`src/rtl/sort3_pkg.sv`:
```
// sort3_pkg: shared types for the streaming three-sample sorter.
// Latency: n/a (types only). Backpressure: n/a.
// Contents: sample width W_DEF, FSM state encoding (encoding equals samples held), sorted triple struct.
package sort3_pkg;

  parameter int W_DEF = 4;

  // Encoding is chosen so that the state value is also the fill count.
  typedef enum logic [1:0] {
    EMPTY = 2'd0,
    ONE   = 2'd1,
    TWO   = 2'd2,
    FULL  = 2'd3
  } state_t;

  // Invariant over the valid entries: x >= y >= z.
  typedef struct packed {
    logic [W_DEF-1:0] x;
    logic [W_DEF-1:0] y;
    logic [W_DEF-1:0] z;
  } triple_t;

endpackage

```
`src/rtl/sort3_stream_if.sv`:
```
// sort3_stream_if: sample input stream and sorted-triple output stream of sort3_stream.
// Latency: n/a (wiring only). Backpressure: valid/ready on both sides.
// Signals: in_valid/in_ready/in_data, out_valid/out_ready/out_x/out_y/out_z, fill,
//          out_dup only when SORT3_DUP_FLAG_EN is defined.
//          slave = sorter view, master = source/sink view.
interface sort3_stream_if
  import sort3_pkg::*;
#(
  parameter int W = W_DEF
);
  logic         in_valid;
  logic         in_ready;
  logic [W-1:0] in_data;
  logic         out_valid;
  logic         out_ready;
  logic [W-1:0] out_x;
  logic [W-1:0] out_y;
  logic [W-1:0] out_z;
  logic [1:0]   fill;
`ifdef SORT3_DUP_FLAG_EN
  logic         out_dup;
`endif

  modport slave (
    input  in_valid, in_data, out_ready,
    output in_ready, out_valid, out_x, out_y, out_z, fill
`ifdef SORT3_DUP_FLAG_EN
    , output out_dup
`endif
  );

  modport master (
    output in_valid, in_data, out_ready,
    input  in_ready, out_valid, out_x, out_y, out_z, fill
`ifdef SORT3_DUP_FLAG_EN
    , input out_dup
`endif
  );

endinterface

```
`src/rtl/sort3_insert.sv`:
```
// sort3_insert: inserts one sample into a partially filled sorted triple.
// Latency: combinational. Backpressure: none (pure function of its inputs).
// Ports: cur_i current triple, fill_i entries already valid (0..2), v_i new sample,
//        nxt_o triple after insertion.
module sort3_insert
  import sort3_pkg::*;
(
  input  triple_t          cur_i,
  input  logic [1:0]       fill_i,
  input  logic [W_DEF-1:0] v_i,
  output triple_t          nxt_o
);

  always_comb begin
    nxt_o = cur_i;
    case (fill_i)
      2'd0: begin
        // Only x becomes valid; clear the rest so no stale sample lingers.
        nxt_o.x = v_i;
        nxt_o.y = '0;
        nxt_o.z = '0;
      end
      2'd1: begin
        // y is not yet valid, so v can never be compared against it.
        if (v_i >= cur_i.x) begin
          nxt_o.x = v_i;
          nxt_o.y = cur_i.x;
        end else begin
          nxt_o.y = v_i;
        end
      end
      default: begin
        if (v_i >= cur_i.x) begin
          nxt_o.x = v_i;
          nxt_o.y = cur_i.x;
          nxt_o.z = cur_i.y;
        end else if (v_i >= cur_i.y) begin
          nxt_o.y = v_i;
          nxt_o.z = cur_i.y;
        end else begin
          nxt_o.z = v_i;
        end
      end
    endcase
  end

endmodule

```
`src/rtl/sort3_stream.sv`:
```
// sort3_stream: collects three samples by insertion and offers them sorted as x>=y>=z.
// Latency: out_valid rises one cycle after the third accepted sample.
// Backpressure: in_ready = !out_valid || out_ready; a held triple stalls the input side.
// Ports: clk, rst (synchronous, active high), bus (sort3_stream_if.slave).
// Optional: SORT3_DUP_FLAG_EN adds out_dup (x==y or y==z), registered with the triple.
module sort3_stream
  import sort3_pkg::*;
(
  input  logic           clk,
  input  logic           rst,
  sort3_stream_if.slave  bus
);

  state_t     state_q, state_d;
  triple_t    triple_q, triple_d;
  triple_t    ins_nxt;
  logic [1:0] ins_fill;
  logic       in_beat;
  logic       out_beat;

  assign bus.out_valid = (state_q == FULL);
  assign bus.in_ready  = !bus.out_valid || bus.out_ready;
  assign in_beat       = bus.in_valid && bus.in_ready;
  assign out_beat      = bus.out_valid && bus.out_ready;

  assign bus.fill  = state_q;
  assign bus.out_x = triple_q.x;
  assign bus.out_y = triple_q.y;
  assign bus.out_z = triple_q.z;

  // A sample accepted while FULL can only coincide with the out beat,
  // so it starts a fresh triple.
  assign ins_fill = (state_q == FULL) ? 2'd0 : state_q;

  sort3_insert u_insert (
    .cur_i  (triple_q),
    .fill_i (ins_fill),
    .v_i    (bus.in_data),
    .nxt_o  (ins_nxt)
  );

  always_comb begin
    state_d  = state_q;
    triple_d = triple_q;
    case (state_q)
      EMPTY: if (in_beat) state_d = ONE;
      ONE:   if (in_beat) state_d = TWO;
      TWO:   if (in_beat) state_d = FULL;
      FULL: begin
        if (out_beat) state_d = in_beat ? ONE : EMPTY;
      end
      default: state_d = EMPTY;
    endcase
    if (in_beat) triple_d = ins_nxt;
  end

  always_ff @(posedge clk) begin
    if (rst) begin
      state_q  <= EMPTY;
      triple_q <= '0;
    end else begin
      state_q  <= state_d;
      triple_q <= triple_d;
    end
  end

`ifdef SORT3_DUP_FLAG_EN
  logic dup_q, dup_d;

  // Captured only when the triple completes, so it stays aligned with x/y/z.
  always_comb begin
    dup_d = dup_q;
    if (in_beat && state_q == TWO)
      dup_d = (ins_nxt.x == ins_nxt.y) || (ins_nxt.y == ins_nxt.z);
  end

  always_ff @(posedge clk) begin
    if (rst) dup_q <= 1'b0;
    else     dup_q <= dup_d;
  end

  assign bus.out_dup = dup_q;
`endif

endmodule
```
`src/flat_wrapper.sv`:
```
// flat-port wrapper written by rule: the top's interface ports become plain ports
module sort3_stream_flat import sort3_pkg::*;
  (clk, rst, bus_in_valid, bus_in_data, bus_out_ready, bus_in_ready, bus_out_valid, bus_out_x, bus_out_y, bus_out_z, bus_fill);
  sort3_stream_if bus_i ();
  input  logic clk;
  input  logic rst;
  input wire logic [$bits(bus_i.in_valid)-1:0] bus_in_valid;
  input wire logic [$bits(bus_i.in_data)-1:0] bus_in_data;
  input wire logic [$bits(bus_i.out_ready)-1:0] bus_out_ready;
  output wire logic [$bits(bus_i.in_ready)-1:0] bus_in_ready;
  output wire logic [$bits(bus_i.out_valid)-1:0] bus_out_valid;
  output wire logic [$bits(bus_i.out_x)-1:0] bus_out_x;
  output wire logic [$bits(bus_i.out_y)-1:0] bus_out_y;
  output wire logic [$bits(bus_i.out_z)-1:0] bus_out_z;
  output wire logic [$bits(bus_i.fill)-1:0] bus_fill;
  assign bus_i.in_valid = bus_in_valid;
  assign bus_i.in_data = bus_in_data;
  assign bus_i.out_ready = bus_out_ready;
  assign bus_in_ready = bus_i.in_ready;
  assign bus_out_valid = bus_i.out_valid;
  assign bus_out_x = bus_i.out_x;
  assign bus_out_y = bus_i.out_y;
  assign bus_out_z = bus_i.out_z;
  assign bus_fill = bus_i.fill;
  sort3_stream u_core (.clk(clk), .rst(rst), .bus(bus_i));
endmodule
```
`config.mk`:
```
export PLATFORM = sky130hd
export DESIGN_NAME = sort3_stream_flat
export DESIGN_NICKNAME = d
export VERILOG_FILES = /design/src/rtl/sort3_pkg.sv /design/src/rtl/sort3_stream_if.sv /design/src/rtl/sort3_insert.sv /design/src/rtl/sort3_stream.sv /design/src/flat_wrapper.sv
export SDC_FILE = /design/constraint.sdc
export NUM_CORES = 1
export LEC_CHECK = 0
export ABC_CLOCK_PERIOD_IN_PS = 4000
export CAP_MARGIN = 10
export CORE_MARGIN = 2
export CORE_UTILIZATION = 51
export CTS_CLUSTER_DIAMETER = 50
export DETAILED_ROUTE_END_ITERATION = 10
export HOLD_SLACK_MARGIN = 0.15
export PLACE_DENSITY = 0.83
export SYNTH_ARGS = -nofsm -noshare
export SYNTH_HDL_FRONTEND = slang
export SYNTH_SLANG_ARGS = --single-unit
export TNS_END_PERCENT = 20
```
`constraint.sdc`:
```
create_clock -name clk -period 4 [get_ports clk]
set_input_delay 0.6 -clock clk [delete_from_list [all_inputs] [get_ports clk]]
set_output_delay 0.6 -clock clk [all_outputs]
set_load 0.05 [all_outputs]
```
* Yosys cells after proc, flatten, opt, wreduce, memory -nomap -nowiden
Index checks and enable logic that the tools add are counted.
Storage, ports and cells: register bits 14, bits in latches 0, memory bits (writable) 0, memory bits (read-only) 0, input bits 8, word-level logic and storage cells 39, memories kept 0
Operators by class: $add $sub $neg 0, $mul 0, divide/modulo/power cells 0, order comparisons 2, equal/unequal tests 8, shift operators 0, mux-type cells 14, bitwise operators 1, reduce and logical (&&, ||, !) cells 10
Operator list (count):
- $mux 4 | 4
- $pmux 8 s2 | 1
- $mux 2 | 5
- $ge 4x4->1 | 2
- $mux 8 | 1
- $pmux 2 s4 | 1
- $pmux 4 s2 | 1
- $ne 2x1->1 const B | 3
- $eq 2x1->1 const B | 2
- $eq 2x2->1 const B | 2
- $logic_not 2->1 | 2
- $reduce_and 2->1 | 2
- $reduce_and 4->1 | 1
- $reduce_bool 4->1 | 1
- $logic_and 1x1->1 | 2
- $ne 2x2->1 const B | 1
- $logic_not 1->1 | 1
- $logic_or 1x1->1 | 1
- $mux 1 | 1
- $not 1->1 | 1

* Depth between registers and ports, before layout
word-level depth 7, gate-level depth with buffers 8, depth with buffers taken out 7

* Hierarchy
Synthesis repeated with hierarchy kept, for this count alone.
Unflattened totals: cells, all modules 141, area total of the unflattened synthesis 1208.7 µm²
Modules (own cells, without submodules):
- sort3_stream | times used 1, cells each 77, area an instance 674.4 µm², seq. area each 280.3 µm²
- sort3_insert | times used 1, cells each 64, area an instance 534.3 µm², seq. area each 0.0 µm²

* Least setup slack after synthesis
OpenSTA, ideal clock, no wires.
path type reg2reg, start point reg u_core.state_q[1], in the netlist u_core.bus.fill[1], end point reg u_core.triple_q (netlist bit u_core.bus.out_x[0]), data arrival time 2545 ps, data required time 3883 ps, setup slack 1338 ps, stages on the path, launching flop included 7, period minus slack after synthesis 2662 ps, cells stage by stage dfxtp_1 -> ha_1 -> nand2b_1 -> nand2_1 -> nor3_1 -> a21o_1 -> a22o_1
On the way: cells in the longest elaborated chain, start to end 4, elaborated cells on any way between the ends 8, classes of those cells eq/ne: 2; mux: 2; reduce/logical: 4
RTL lines:
- start, declared | RTL line sort3_stream.sv:14 | state_t state_q, state_d;
- start signal, assigned | RTL line sort3_stream.sv:62 | state_q <= state_d;
- $eq 2x2->1 | RTL line sort3_stream.sv:21 | assign bus.out_valid = (state_q == FULL);
- named net bus_out_valid | RTL line flat_wrapper.sv:11 | output wire logic [$bits(bus_i.out_valid)-1:0] bus_out_valid;
- $logic_not 1->1 | RTL line sort3_stream.sv:22 | assign bus.in_ready = !bus.out_valid || bus.out_ready;
- $logic_or 1x1->1 | RTL line sort3_stream.sv:22
- named net bus_in_ready | RTL line flat_wrapper.sv:10 | output wire logic [$bits(bus_i.in_ready)-1:0] bus_in_ready;
- $logic_and 1x1->1 | RTL line sort3_stream.sv:23 | assign in_beat = bus.in_valid && bus.in_ready;
- end signal, assigned | RTL line sort3_stream.sv:63 | triple_q <= triple_d;
- end, declared | RTL line sort3_stream.sv:15 | triple_t triple_q, triple_d;
The timed path passes the listed nets, and every way through them passes these cells. A chain may end at the register's enable or synchronous reset.

* Worst setup path in the final report
start point in bus_out_ready, end point out bus_in_ready
On the way: cells in the longest elaborated chain, start to end 1
RTL lines:
- start, declared | RTL line flat_wrapper.sv:9 | input wire logic [$bits(bus_i.out_ready)-1:0] bus_out_ready;
- $logic_or 1x1->1 | RTL line sort3_stream.sv:22
- end, declared | RTL line flat_wrapper.sv:10
Every way passes these cells.

==> run_results.csv <==
group,metric,value,unit
run_status,outcome,"complete, no violations",
clock_network,htree_levels,1,
synth,yosys_most_used_dff,"dfxtp_1",
pwr,power_leakage,0.486,nW
worst_setup_path,crit_type,"input port to output pin",
worst_setup_path,crit_family,"buffers and inverters",
routing,viasPerCell,5.67,
worst_setup_path,crit_path_end_kind,"output pin",
sta,worst_slack,1.40,ns
worst_setup_path,slowest_stage,"clkdlybuf4s50_1",
clock_network,cts_hold_buffers,0,
flow_run,max_cap_viol_count,0,
clock_network,cts.root.buffer_cell,"clkbuf_4",
floorplanning,core_area,1710,sq um
worst_setup_path,worst-path-buf-inv,2,
routing,vias,788,
worst_setup_path,path_cells,"clkdlybuf4s50_1 > nand2b_1 > clkdlybuf4s50_1",
sta,period_minus_slack,2.60,ns
global_routing,grt_pass1_vias,750,
floorplanning,die_w,46.4,um
routing,drt_iter0_drc,8,
routing,drc_errors,0,
routing,wl,1980,um
synth,yosysWarnings,0,
worst_setup_path,critPathArrivalTime,2.00,ns
clock_network,clock-sinks,14,
synth,synthCells,90,
global_routing,antenna_found_initial,0,
clock_network,clockBufferDepth,2,
global_routing,grt_first_pass_wirelength,3270,um
placed_design,place_congestion,0.819,
synth,synth.distinct_cells,28,
final_layout,diodes,0,
sta,setup_tns,0,ns
pwr,power.density,628,nW/um^2
sta,fmax,384,MHz
global_routing,grt_usage,0.217,
synth,synth_area,915,sq um
synth,ys_ff_latch,14,
sta,rsz0062_at_grt,"no",
synth,synth_nets,113,
clock_network,clk_pin_slew_worst_paths,0.08,ns
placed_design,io_buffers,23,
floorplanning,die-area,2150,sq um
floorplanning,die_height,46.4,um
synth,synth-edff-count,0,
placed_design,hpwlAfterDp,1550,um
sta,max_slew_margin,0.631,
floorplanning,rows,15,
synth,async_flop_share,0,
clock_network,numCtsBuffers,3,
sta,hold_violations,0,
floorplanning,start_util,0.536,
pwr,vdd_drop_max,373,uV
sta,finClkSkew,0.000747,ns
worst_setup_path,slowest_delay,0.81,ns
final_layout,syn2layout_area_growth,29.3,%
routing,wl_per_cell,14.2,um
routing,ant_nets,0,
clock_network,cts_tree,"built",
synth,synth_seq_area_share,0.306,
sta,maxSlewViolCount,0,
sta,fin_crit_sh,0.651,
global_routing,overflow,0,
worst_setup_path,cpMostUsedCell,"clkdlybuf4s50_1",
worst_setup_path,path_max_fanout,3,
sta,worst_pin_slew,0.548,ns
final_layout,drive_above_1_share,0.0614,
worst_setup_path,startpoint_type,"input port",
floorplanning,ios,24,
global_routing,grt_max_degree,10,
final_layout,nets,139,
sta,setup_viol,0,
synth,synth_area_per_cell,10.2,sq um
worst_setup_path,critPathRequiredTime,3.40,ns
clock_network,clock_latency,0.28,ns
placed_design,dp_slack,1.17,ns
clock_network,cts_setup_buffers,0,
clock_network,post_cts_resized,0,
final_layout,nFillCells,131,
routing,firstDrtPassIters,4,
min_path,holdCritPathClass,"register to register",
[cell usage in the layout (no fill, tap or decap)]
master and instances:
a211oi_1 1, clkbuf_4 3, o211ai_1 1, o21ai_0 1
dfxtp_1 14, a2111oi_0 1, inv_1 10, o21a_1 1
nand2_1 1, or4b_1 1, ha_1 15, clkdlybuf4s50_1 23
nand2b_4 1, nor3_1 2, a21oi_1 2, o31ai_4 1
nor3b_1 1, o21ai_2 2, a21o_1 1, nor4_1 1
o2bb2ai_1 8, a22o_1 4, mux2i_1 8, nand2b_1 2
a211o_1 2, o21bai_1 1, o31ai_1 1, nor2_1 5
[registers in the layout, summed over array words and instances (netlist names)]
signal and count:
u_core.bus.fill 2, u_core.bus.out_z 4, u_core.bus.out_x 4, u_core.bus.out_y 4
[path summary, 6_finish.rpt]
| kind | startpoint | endpoint | slack [ns] | depth (start not counted) |
|---|---|---|---|---|
| worst max register to register | u_core.bus.out_x[3]$_SDFFE_PP0N_ | u_core.bus.out_z[1]$_SDFFE_PP0P_ | 1.98 | 7 |
| worst min-delay path | u_core.bus.out_z[1]$_SDFFE_PP0P_ | u_core.bus.out_z[1]$_SDFFE_PP0P_ | 0.47 | 1 |
| worst min register to register | u_core.bus.out_z[1]$_SDFFE_PP0P_ | u_core.bus.out_z[1]$_SDFFE_PP0P_ | 0.47 | 1 |
| worst max-delay path | bus_out_ready | bus_in_ready | 1.40 | 3 |
[layer usage]
metal,routed length (um),vias up,part of all wire,track usage
met1,973,382,0.49,0.289
met5,0,-,0,0
li1,-,383,-,-
met2,893,19,0.45,0.342
met4,37,0,0.019,0.0857
met3,70,4,0.035,0.0392
[worst reg2reg max path, delay by kind of cell (launching register included)]
kind | cells | cell delay [ns]
buf+inv | 1 | 0.06
compound gates | 4 | 0.92
flops | 1 | 0.38
mux | 1 | 0.27
fa+ha+maj | 1 | 0.29
[metrics by stage]
step	cells	utilization	instance area, sq um	total power [mW]	hold WS (ns)
6_report	139	0.692	1180	0.743	0.473
5_1_grt	139	0.692	1180	0.793	0.498
4_1_cts	139	0.692	1180	0.742	0.475
3_5_place_dp	136	0.679	1160	0.663	0.450
3_3_place_gp	136	0.679	1160	0.655	0.452
2_1_floorplan	90	-	915	0.540	0.698
[cells by family (layout without fill, tap and decap cells)]
group | count (synthesis) | after routing | synth area share
compound gates | 27 | 27 | 0.252
fa+ha+maj | 15 | 15 | 0.205
flops | 14 | 14 | 0.306
simple gates | 14 | 14 | 0.0903
buf+inv | 12 | 36 | 0.0588
mux | 8 | 8 | 0.0876
[synth_stat cells (2+ instances only)]
cell type  count  share of area
a211o_1        2          0.019
a22o_1         4          0.038
ha_1          15           0.21
nor2_1         5          0.021
nor3_1         2          0.011
mux2i_1        8          0.088
a21oi_1        2          0.011
dfxtp_1       14           0.31
o2bb2ai_1      8          0.077
o21ai_2        2          0.019
nand2b_1       2          0.014
inv_1         10          0.041
[power breakdown]
| group | internal [mW] | switching (mW) | total [mW] |
|---|---|---|---|
| registers | 0.172 | 0.0398 | 0.212 |
| logic | 0.170 | 0.283 | 0.453 |
| clock network | 0.0349 | 0.0434 | 0.0783 |
| total | 0.377 | 0.366 | 0.743 |
[final cells by class]
cell class | count | area (sq um) | share of cell area
multi-input combinational | 64 | 581 | 0.491
clock buffer | 3 | 22.5 | 0.0190
tap | 25 | 31.3 | 0.0265
inverter | 10 | 37.5 | 0.0317
timing repair buffer | 23 | 230 | 0.195
sequential | 14 | 280 | 0.237
No activity file was read; power rests on OpenSTA's default activity.
